$ cat config.mk
export PLATFORM = sky130hd
export DESIGN_NAME = input_port_buffer
export DESIGN_NICKNAME = d
export VERILOG_FILES = /design/src/rtl/input_port_pkg.sv /design/src/rtl/sync_fifo_core.sv /design/src/rtl/input_port_buffer.sv
export SDC_FILE = /design/constraint.sdc
export NUM_CORES = 1
export LEC_CHECK = 0
export CAP_MARGIN = 25
export CORE_MARGIN = 10
export CORE_UTILIZATION = 35
export CTS_CLUSTER_DIAMETER = 80
export CTS_CLUSTER_SIZE = 25
export DETAILED_ROUTE_END_ITERATION = 16
export PLACE_DENSITY = 0.59
export SYNTH_ARGS = -nofsm -noshare
export SYNTH_HDL_FRONTEND = slang
export SYNTH_SLANG_ARGS = --single-unit
$ cat constraint.sdc
create_clock -name clock -period 3.69 [get_ports clock]
set_input_delay 0.369 -clock clock [delete_from_list [all_inputs] [get_ports clock]]
set_output_delay 0.369 -clock clock [all_outputs]
set_load 0.02 [all_outputs]
$ cat src/rtl/input_port_pkg.sv
// -----------------------------------------------------------------------------
// input_port_pkg
// Purpose : Shared constants and types for the input port buffer.
// Contents: default word width and depth, pointer/count widths derived from the
//           default depth, and the datapath word type.
// -----------------------------------------------------------------------------
package input_port_pkg;

    localparam int unsigned DATA_W_DEFAULT = 16;
    localparam int unsigned DEPTH_DEFAULT  = 4;
    localparam int unsigned PTR_W          = $clog2(DEPTH_DEFAULT);
    localparam int unsigned CNT_W          = PTR_W + 1;

    typedef logic [DATA_W_DEFAULT-1:0] word_t;

endpackage : input_port_pkg

$ cat src/rtl/sync_fifo_core.sv
// -----------------------------------------------------------------------------
// sync_fifo_core
// Purpose : Synchronous FIFO storage with pointers and an occupancy counter.
//           Full/empty are decided from the counter, never from the pointers.
// Ports   : clock    - system clock, rising edge
//           reset    - synchronous active-high reset of the control state
//           i_push   - write i_wdata (ignored when full)
//           i_pop    - advance the head (ignored when empty)
//           i_wdata  - word to store
//           o_head   - oldest stored word
//           o_full   - count == DEPTH
//           o_empty  - count == 0
//           o_count  - occupancy, 0..DEPTH
// -----------------------------------------------------------------------------
module sync_fifo_core
    import input_port_pkg::*;
#(
    parameter int unsigned DATA_W = DATA_W_DEFAULT,
    parameter int unsigned DEPTH  = DEPTH_DEFAULT
) (
    input  logic                       clock,
    input  logic                       reset,
    input  logic                       i_push,
    input  logic                       i_pop,
    input  logic [DATA_W-1:0]          i_wdata,
    output logic [DATA_W-1:0]          o_head,
    output logic                       o_full,
    output logic                       o_empty,
    output logic [$clog2(DEPTH):0]     o_count
);

    localparam int unsigned PW = $clog2(DEPTH);
    localparam int unsigned CW = PW + 1;

    logic [DATA_W-1:0] r_mem [DEPTH];
    logic [PW-1:0]     r_wptr;
    logic [PW-1:0]     r_rptr;
    logic [CW-1:0]     r_count;

    logic w_do_push;
    logic w_do_pop;

    assign o_full    = (r_count == CW'(DEPTH));
    assign o_empty   = (r_count == '0);
    assign w_do_push = i_push & ~o_full;
    assign w_do_pop  = i_pop & ~o_empty;
    assign o_head    = r_mem[r_rptr];
    assign o_count   = r_count;

    // Storage is deliberately not reset.
    always_ff @(posedge clock) begin
        if (w_do_push && !reset) begin
            r_mem[r_wptr] <= i_wdata;
        end
    end

    always_ff @(posedge clock) begin
        if (reset) begin
            r_wptr  <= '0;
            r_rptr  <= '0;
            r_count <= '0;
        end else begin
            if (w_do_push) begin
                r_wptr <= r_wptr + PW'(1);
            end
            if (w_do_pop) begin
                r_rptr <= r_rptr + PW'(1);
            end
            case ({w_do_push, w_do_pop})
                2'b10:   r_count <= r_count + CW'(1);
                2'b01:   r_count <= r_count - CW'(1);
                default: r_count <= r_count;
            endcase
        end
    end

endmodule : sync_fifo_core

$ cat src/rtl/input_port_buffer.sv
// -----------------------------------------------------------------------------
// input_port_buffer
// Purpose : Buffers words from an external device (valid/ready) and hands one
//           word to the datapath per control-unit read request.
// Config  : INPUT_PORT_STROBE_EDGE_EN - when defined, a read request is the
//           rising edge of input_read; otherwise input_read is level-sensitive.
// Ports   : clock      - system clock, rising edge
//           reset      - synchronous active-high reset
//           ext_data   - word offered by the external device
//           ext_valid  - ext_data valid this cycle
//           ext_ready  - buffer can accept a word (from count only)
//           input_read - control-unit read strobe
//           data_out   - last word delivered (registered, 0 after empty read)
//           data_avail - FIFO not empty
//           count      - occupancy, 0..DEPTH
//           underflow  - sticky: a read was attempted while empty
// -----------------------------------------------------------------------------
module input_port_buffer
    import input_port_pkg::*;
#(
    parameter int unsigned DATA_W = DATA_W_DEFAULT,
    parameter int unsigned DEPTH  = DEPTH_DEFAULT
) (
    input  logic                   clock,
    input  logic                   reset,
    input  logic [DATA_W-1:0]      ext_data,
    input  logic                   ext_valid,
    output logic                   ext_ready,
    input  logic                   input_read,
    output logic [DATA_W-1:0]      data_out,
    output logic                   data_avail,
    output logic [$clog2(DEPTH):0] count,
    output logic                   underflow
);

    logic [DATA_W-1:0]      w_head;
    logic                   w_full;
    logic                   w_empty;
    logic                   w_req;
    logic                   w_push;
    logic [$clog2(DEPTH):0] w_count;

    logic [DATA_W-1:0]      r_data_out;
    logic                   r_underflow;

`ifdef INPUT_PORT_STROBE_EDGE_EN
    logic r_read_q;

    // Resetting to 0 makes a strobe held across reset release count as an edge.
    always_ff @(posedge clock) begin
        if (reset) begin
            r_read_q <= 1'b0;
        end else begin
            r_read_q <= input_read;
        end
    end

    assign w_req = input_read & ~r_read_q;
`else
    assign w_req = input_read;
`endif

    assign w_push = ext_valid & ~w_full;

    sync_fifo_core #(
        .DATA_W (DATA_W),
        .DEPTH  (DEPTH)
    ) u_fifo (
        .clock   (clock),
        .reset   (reset),
        .i_push  (w_push),
        .i_pop   (w_req),
        .i_wdata (ext_data),
        .o_head  (w_head),
        .o_full  (w_full),
        .o_empty (w_empty),
        .o_count (w_count)
    );

    // No bypass: a read on an empty FIFO yields 0 even if a push lands this edge.
    always_ff @(posedge clock) begin
        if (reset) begin
            r_data_out  <= '0;
            r_underflow <= 1'b0;
        end else if (w_req) begin
            if (w_empty) begin
                r_data_out  <= '0;
                r_underflow <= 1'b1;
            end else begin
                r_data_out <= w_head;
            end
        end
    end

    assign ext_ready  = ~w_full;
    assign data_avail = ~w_empty;
    assign count      = w_count;
    assign data_out   = r_data_out;
    assign underflow  = r_underflow;

endmodule : input_port_buffer

---- Yosys cells after proc, flatten, opt, wreduce, memory -nomap -nowiden ----
Memory sizes are Yosys's and may differ from the RTL's. A register that Yosys moved wholly into a read port is not among the register bits.
Index checks and enable logic that the tools add are counted.
storage, ports and cells
  memory bits (read-only) ................. 0
  word-level logic and storage cells ...... 29
  register bits ........................... 24
  RAM bits ................................ 64
  memories ................................ 1
  latch bits .............................. 0
cells by class
  order comparisons ....................... 0
  multiply operators ...................... 0
  div/mod/pow operators ................... 0
  reductions and logical operators ........ 5
  multiplexer cells ....................... 6
  bitwise logic cells ..................... 5
  equality and inequality tests ........... 3
  shifts and indexed selects .............. 0
  $add $sub $neg .......................... 4
memory list
  name          depth  bits a word  rd ports  clocked after Yosys merged registers in  wr ports  RTL line              source
  u_fifo.r_mem  4      16           1         1                                        1         sync_fifo_core.sv:35  logic [DATA_W-1:0] r_mem [DEPTH];
operator list
  operator               number
  $mux W16               1
  $pmux W3 S2            1
  $add A2 B1 Y2 const B  2
  $mux W2                2
  $add A3 B1 Y3 const B  1
  $and A1 B1 Y1          3
  $eq A3 B3 Y1 const B   1
  $logic_not A3 Y1       1
  $sub A3 B1 Y3 const B  1
  $eq A2 B1 Y1 const B   1
  $eq A2 B2 Y1 const B   1
  $mux W1                2
  $not A1 Y1             2
  $reduce_and A2 Y1      1
  $reduce_bool A2 Y1     1
  $logic_and A1 B1 Y1    1
  $logic_not A1 Y1       1

---- Logic depth before layout (Yosys ltp) ----
  depth after elaboration ................. 7
  gate-level depth with buffers ........... 9
  mapped depth without buffers ............ 9

---- By module ----
A second synthesis with hierarchy kept.
second synthesis, totals
  cells, all modules ...................... 214
  area, all modules ....................... 3552.2 µm²
modules (own cells, without submodules)
  module             seq. area each (µm²)  area each (µm²)  cells each  times used
  sync_fifo_core     2102.0                2832.7           138         1
  input_port_buffer  340.3                 719.4            76          1

---- Worst setup path before layout ----
OpenSTA, ideal clock, no wires.
  kind .................................... register to register
  from .................................... register u_fifo.r_count[2] (netlist: u_fifo.o_count[2])
  to ...................................... register u_fifo.r_count[2] (netlist: u_fifo.o_count[2])
  clock period less this slack ............ 2.410 ns
  arrival time ............................ 2.339 ns
  cell stages (with the launch flop) ...... 10
  setup slack ............................. 1.280 ns
  path buffers ............................ 0
  setup time .............................. 0.071 ns
  cells stage by stage .................... dfxtp_1 nor3b_1 inv_1 nand2_1 ha_1 inv_1 fa_1 xor2_1 or3_1 a21oi_1
on the way
  cells in the longest elaborated chain, start to end .. 6
  elaborated cells between the ends (all ways) .. 13
RTL lines
  element                                            RTL line                 source
  start: declaration                                 sync_fifo_core.sv:38     logic [CW-1:0] r_count;
  start signal: assignment                           sync_fifo_core.sv:70     2'b10: r_count <= r_count + CW'(1);
  start signal: assignment                           sync_fifo_core.sv:71     2'b01: r_count <= r_count - CW'(1);
  start signal: assignment                           sync_fifo_core.sv:72     default: r_count <= r_count;
  $eq A3 B3 Y1 (*)                                   sync_fifo_core.sv:43     assign o_full = (r_count == CW'(DEPTH));
  $not A1 Y1 (*)                                     --
  named net ext_ready                                input_port_buffer.sv:28  output logic ext_ready,
  $and A1 B1 Y1                                      input_port_buffer.sv:63  assign w_push = ext_valid & ~w_full;
  $and A1 B1 Y1 (*)                                  sync_fifo_core.sv:45     assign w_do_push = i_push & ~o_full;
  $eq A2 B1 Y1 or $eq A2 B2 Y1 (tied branches)       sync_fifo_core.sv:69     case ({w_do_push, w_do_pop})
  $pmux W3 S2 or $reduce_bool A2 Y1 (tied branches)  --
The timed path passes the listed nets; every way through them passes the cells marked *.
A chain may end at the register's enable or synchronous reset.

---- Final worst setup path ----
  from .................................... register u_fifo.r_count[2] (netlist: u_fifo.o_count[2])
  to ...................................... register u_fifo.r_count[2] (netlist: u_fifo.o_count[2])
on the way
  cells in the longest elaborated chain, start to end .. 6
  elaborated cells between the ends (all ways) .. 13
RTL lines
  element                                            RTL line
  $eq A3 B3 Y1                                       sync_fifo_core.sv:43
  $not A1 Y1                                         sync_fifo_core.sv:45, input_port_buffer.sv:63
  $and A1 B1 Y1                                      input_port_buffer.sv:63
  $and A1 B1 Y1                                      sync_fifo_core.sv:45
  $eq A2 B1 Y1 or $eq A2 B2 Y1 (tied branches)       sync_fifo_core.sv:69
  $pmux W3 S2 or $reduce_bool A2 Y1 (tied branches)  --
Several ways; a longest one is shown, not always the timed one.

==> metrics.yaml <==
grt:
  track_usage: 0.0893
  grt_pass1_wl_um: 9760
  grt_max_degree: 17
  grt_pass1_vias: 1835
  grt.overflow.total: 0
  antenna_found_initial: 0
critical_path:
  ff2ff_path_depth: 9
  worstPathRequired_ns: 3.96
  critPathLaunchType: "register"
  path_cells: "nor3b_1 > inv_1 > nand2_1 > ha_1 > inv_1 > fa_1 > xor2_1 > or3_1 > a21oi_1"
  cp.arrival_ns: 2.71
  critPathKind: "register to register"
  cp_max_fo: 7
  crit_path_frequent_cell: "inv_1"
  r2r_setup_slack_ns: 1.25
  critPathBufInv: 2
  endpoint_kind: "register"
  path_delay_family: "simple AND/OR/NAND/NOR gates"
  cpPeakStageDelay_ns: 0.49
  crit_path_top_delay_cell: "dfxtp_1"
  path_depth: 9
synthesis:
  synth_xor_area_frac: 0.0105
  ys_seq_area_frac: 0.731
  synthCells: 178
  syn_nets: 204
  yosys.area_share.simple: 0.0296
  synth_top_family_by_area: "multiplexers"
  synth_warnings: 0
  synthMuxAreaShare: 0.115
  avgSynthCellArea_um2: 18.8
  synth.distinct_cells: 25
  yosys_register_bits: 90
  synth.cell_area_mm2: 0.00334
  yosys.area_share.adder: 0.0247
  synth_compound_area_frac: 0.0629
floorplan:
  die_w_um: 118
  fp.dieH_um: 118
  die_area_mm2: 0.0139
  core_mm2: 0.00928
  start_util: 0.360
  io_pins: 42
  rows: 35
sta:
  setup-tns-final_ns: 0
  final-hold-violation-count: 0
  slew_violations: 0
  rsz0062_at_grt: "false"
  min_period_over_period: 0.661
  fin_skew_ns: 0.00809
  setup_viol: 0
  min_period_ns: 2.44
  worstMarginPinSlew_ns: 0.882
  slew_headroom: 0.412
  fmax_ghz: 0.410
route:
  avgViaCountPerCell: 4.58
  wl_um: 5970
  drtIter0Drc: 99
  drc_errors: 0
  num_vias: 1643
  firstDrtPassIters: 4
  ant_nets: 0
  wire_per_inst_um: 16.6
cells_and_area:
  fin_nets: 251
  multi_input_area_um2: 810
  syn_to_final_growth_pct: 22.2
  drive_gt1_frac: 0.117
  fill_cells: 840
  regArea_mm2: 0.00244
  insertedDiodeCount: 0
clock_network:
  cts.sinks: 90
  clockBufferDepth: 2
  clkTransAtPathRegs_ns: 0.08
  cts_made_buffers: 9
  holdBufCountCts: 0
  postCtsSetupRepairBufs: 0
  insertion_delay_ns: 0.34
  post_cts_resized: 0
  h-tree-depth: 3
  cts_tree: "yes"
  cts_root_buf: "clkbuf_8"
hold_path:
  hold_path_depth: 1
  hold_class: "register to register"
placed_design:
  io_buffers: 41
  dp_hpwl_um: 3920
  gp_congestion: 0.693
power_and_ir_drop:
  power.total_mw: 2.60
  p_leak_nw: 1.36
  power_density_mw_per_mm2: 637
  ir_worst_vdd_mv: 0.202
flow_run:
  maxCapViolations: 0
outcome:
  status: "completed"
## cells in the mapped netlist
cell       n  area (um2)
buf_2      4        20.0
a21oi_1    5        25.0
clkbuf_1   1        3.75
nand2_1    1        3.75
o21ai_0    3        15.0
o311ai_0   1        8.76
nor3b_1    1        7.51
mux4_2    10         225
or3_1      1        6.26
dfxtp_1   26         521
buf_6      1        11.3
a22o_1    16         140
edfxtp_1  64        1920
ha_1       5        62.6
mux4_1     6         158
inv_1      9        33.8
nor2_2     1        6.26
nand3_1    2        10.0
buf_12     1        20.0
and2_1     4        25.0
nor3_1     2        10.0
nor2_1     8        30.0
fa_1       1        20.0
xor2_1     4        35.0
o31ai_4    1        21.3
## where the power goes
group          internal (mW)  switching [mW]
registers               1.19          0.0744
clock network          0.384           0.326
logic                  0.326           0.308
total                   1.89           0.708
## routing by layer
metal	part of all wire	global-route usage	vias up
li1	-	-	790
met1	0.42	0.101	826
met2	0.53	0.151	20
met3	0.033	0.0245	7
met4	0.016	0.0440	0
met5	0	0	-
## stage by stage
step / instances / area (um2) / utilization / hold slack (ns) / setup slack [ns]
floorplan: 178 / 3340 / - / 0.468 / 1.28
global placement: 343 / 3870 / 0.417 / 0.451 / 1.18
detailed placement: 343 / 3870 / 0.417 / 0.458 / 1.06
CTS: 359 / 4080 / 0.440 / 0.487 / 1.27
global route: 359 / 4080 / 0.440 / 0.506 / 1.08
finish: 359 / 4080 / 0.440 / 0.480 / 1.25
## sequential cells by signal, summed over array words and instances (netlist names), named ones only
| register | count |
|---|---|
| u_fifo.r_mem | 64 |
| data_out | 16 |
| u_fifo.o_count | 3 |
| u_fifo.r_rptr | 2 |
| u_fifo.r_wptr | 2 |
| underflow | 1 |
## path summary, 6_finish.rpt
kind                startpoint                end
max          u_fifo.o_count[2]  u_fifo.o_count[2]
min reg2reg        data_out[0]        data_out[0]
max reg2reg  u_fifo.o_count[2]  u_fifo.o_count[2]
min                data_out[0]        data_out[0]
## layout make-up
class,count,share of cell area
multi-input cells,72,0.198
well taps,129,0.0395
clock buffers,12,0.0331
clock inverters,4,0.0187
repair buffers,43,0.104
flip-flops and latches,90,0.598
inverters,9,0.00827
## cell usage in the layout (no fill, tap or decap)
| cell | count |
|---|---|
| nor2_2 | 1 |
| nand2_1 | 1 |
| or3_1 | 1 |
| edfxtp_1 | 64 |
| mux4_1 | 6 |
| nor3_1 | 2 |
| o21ai_0 | 3 |
| xor2_1 | 4 |
| fa_1 | 1 |
| ha_1 | 5 |
| inv_1 | 9 |
| clkdlybuf4s50_1 | 41 |
| nor3b_1 | 1 |
| clkinvlp_4 | 1 |
| mux4_2 | 10 |
| clkbuf_8 | 9 |
| bufinv_16 | 2 |
| clkbuf_1 | 3 |
| buf_4 | 2 |
| clkinv_4 | 1 |
| o31ai_4 | 1 |
| and2_1 | 4 |
| a21oi_1 | 5 |
| nor2_1 | 8 |
| dfxtp_1 | 26 |
| nand3_1 | 2 |
| o311ai_0 | 1 |
| a22o_1 | 16 |
## cells by family after synthesis
kind of cell,Yosys count
adder cells (fa/ha/maj),6
AO/OA/AOI/OAI,26
flip-flops,90
multiplexers,16
buffers and inverters,16
AND/OR/NAND/NOR,20
XOR/XNOR,4
Note: power is estimated with default switching activity, not from simulation.
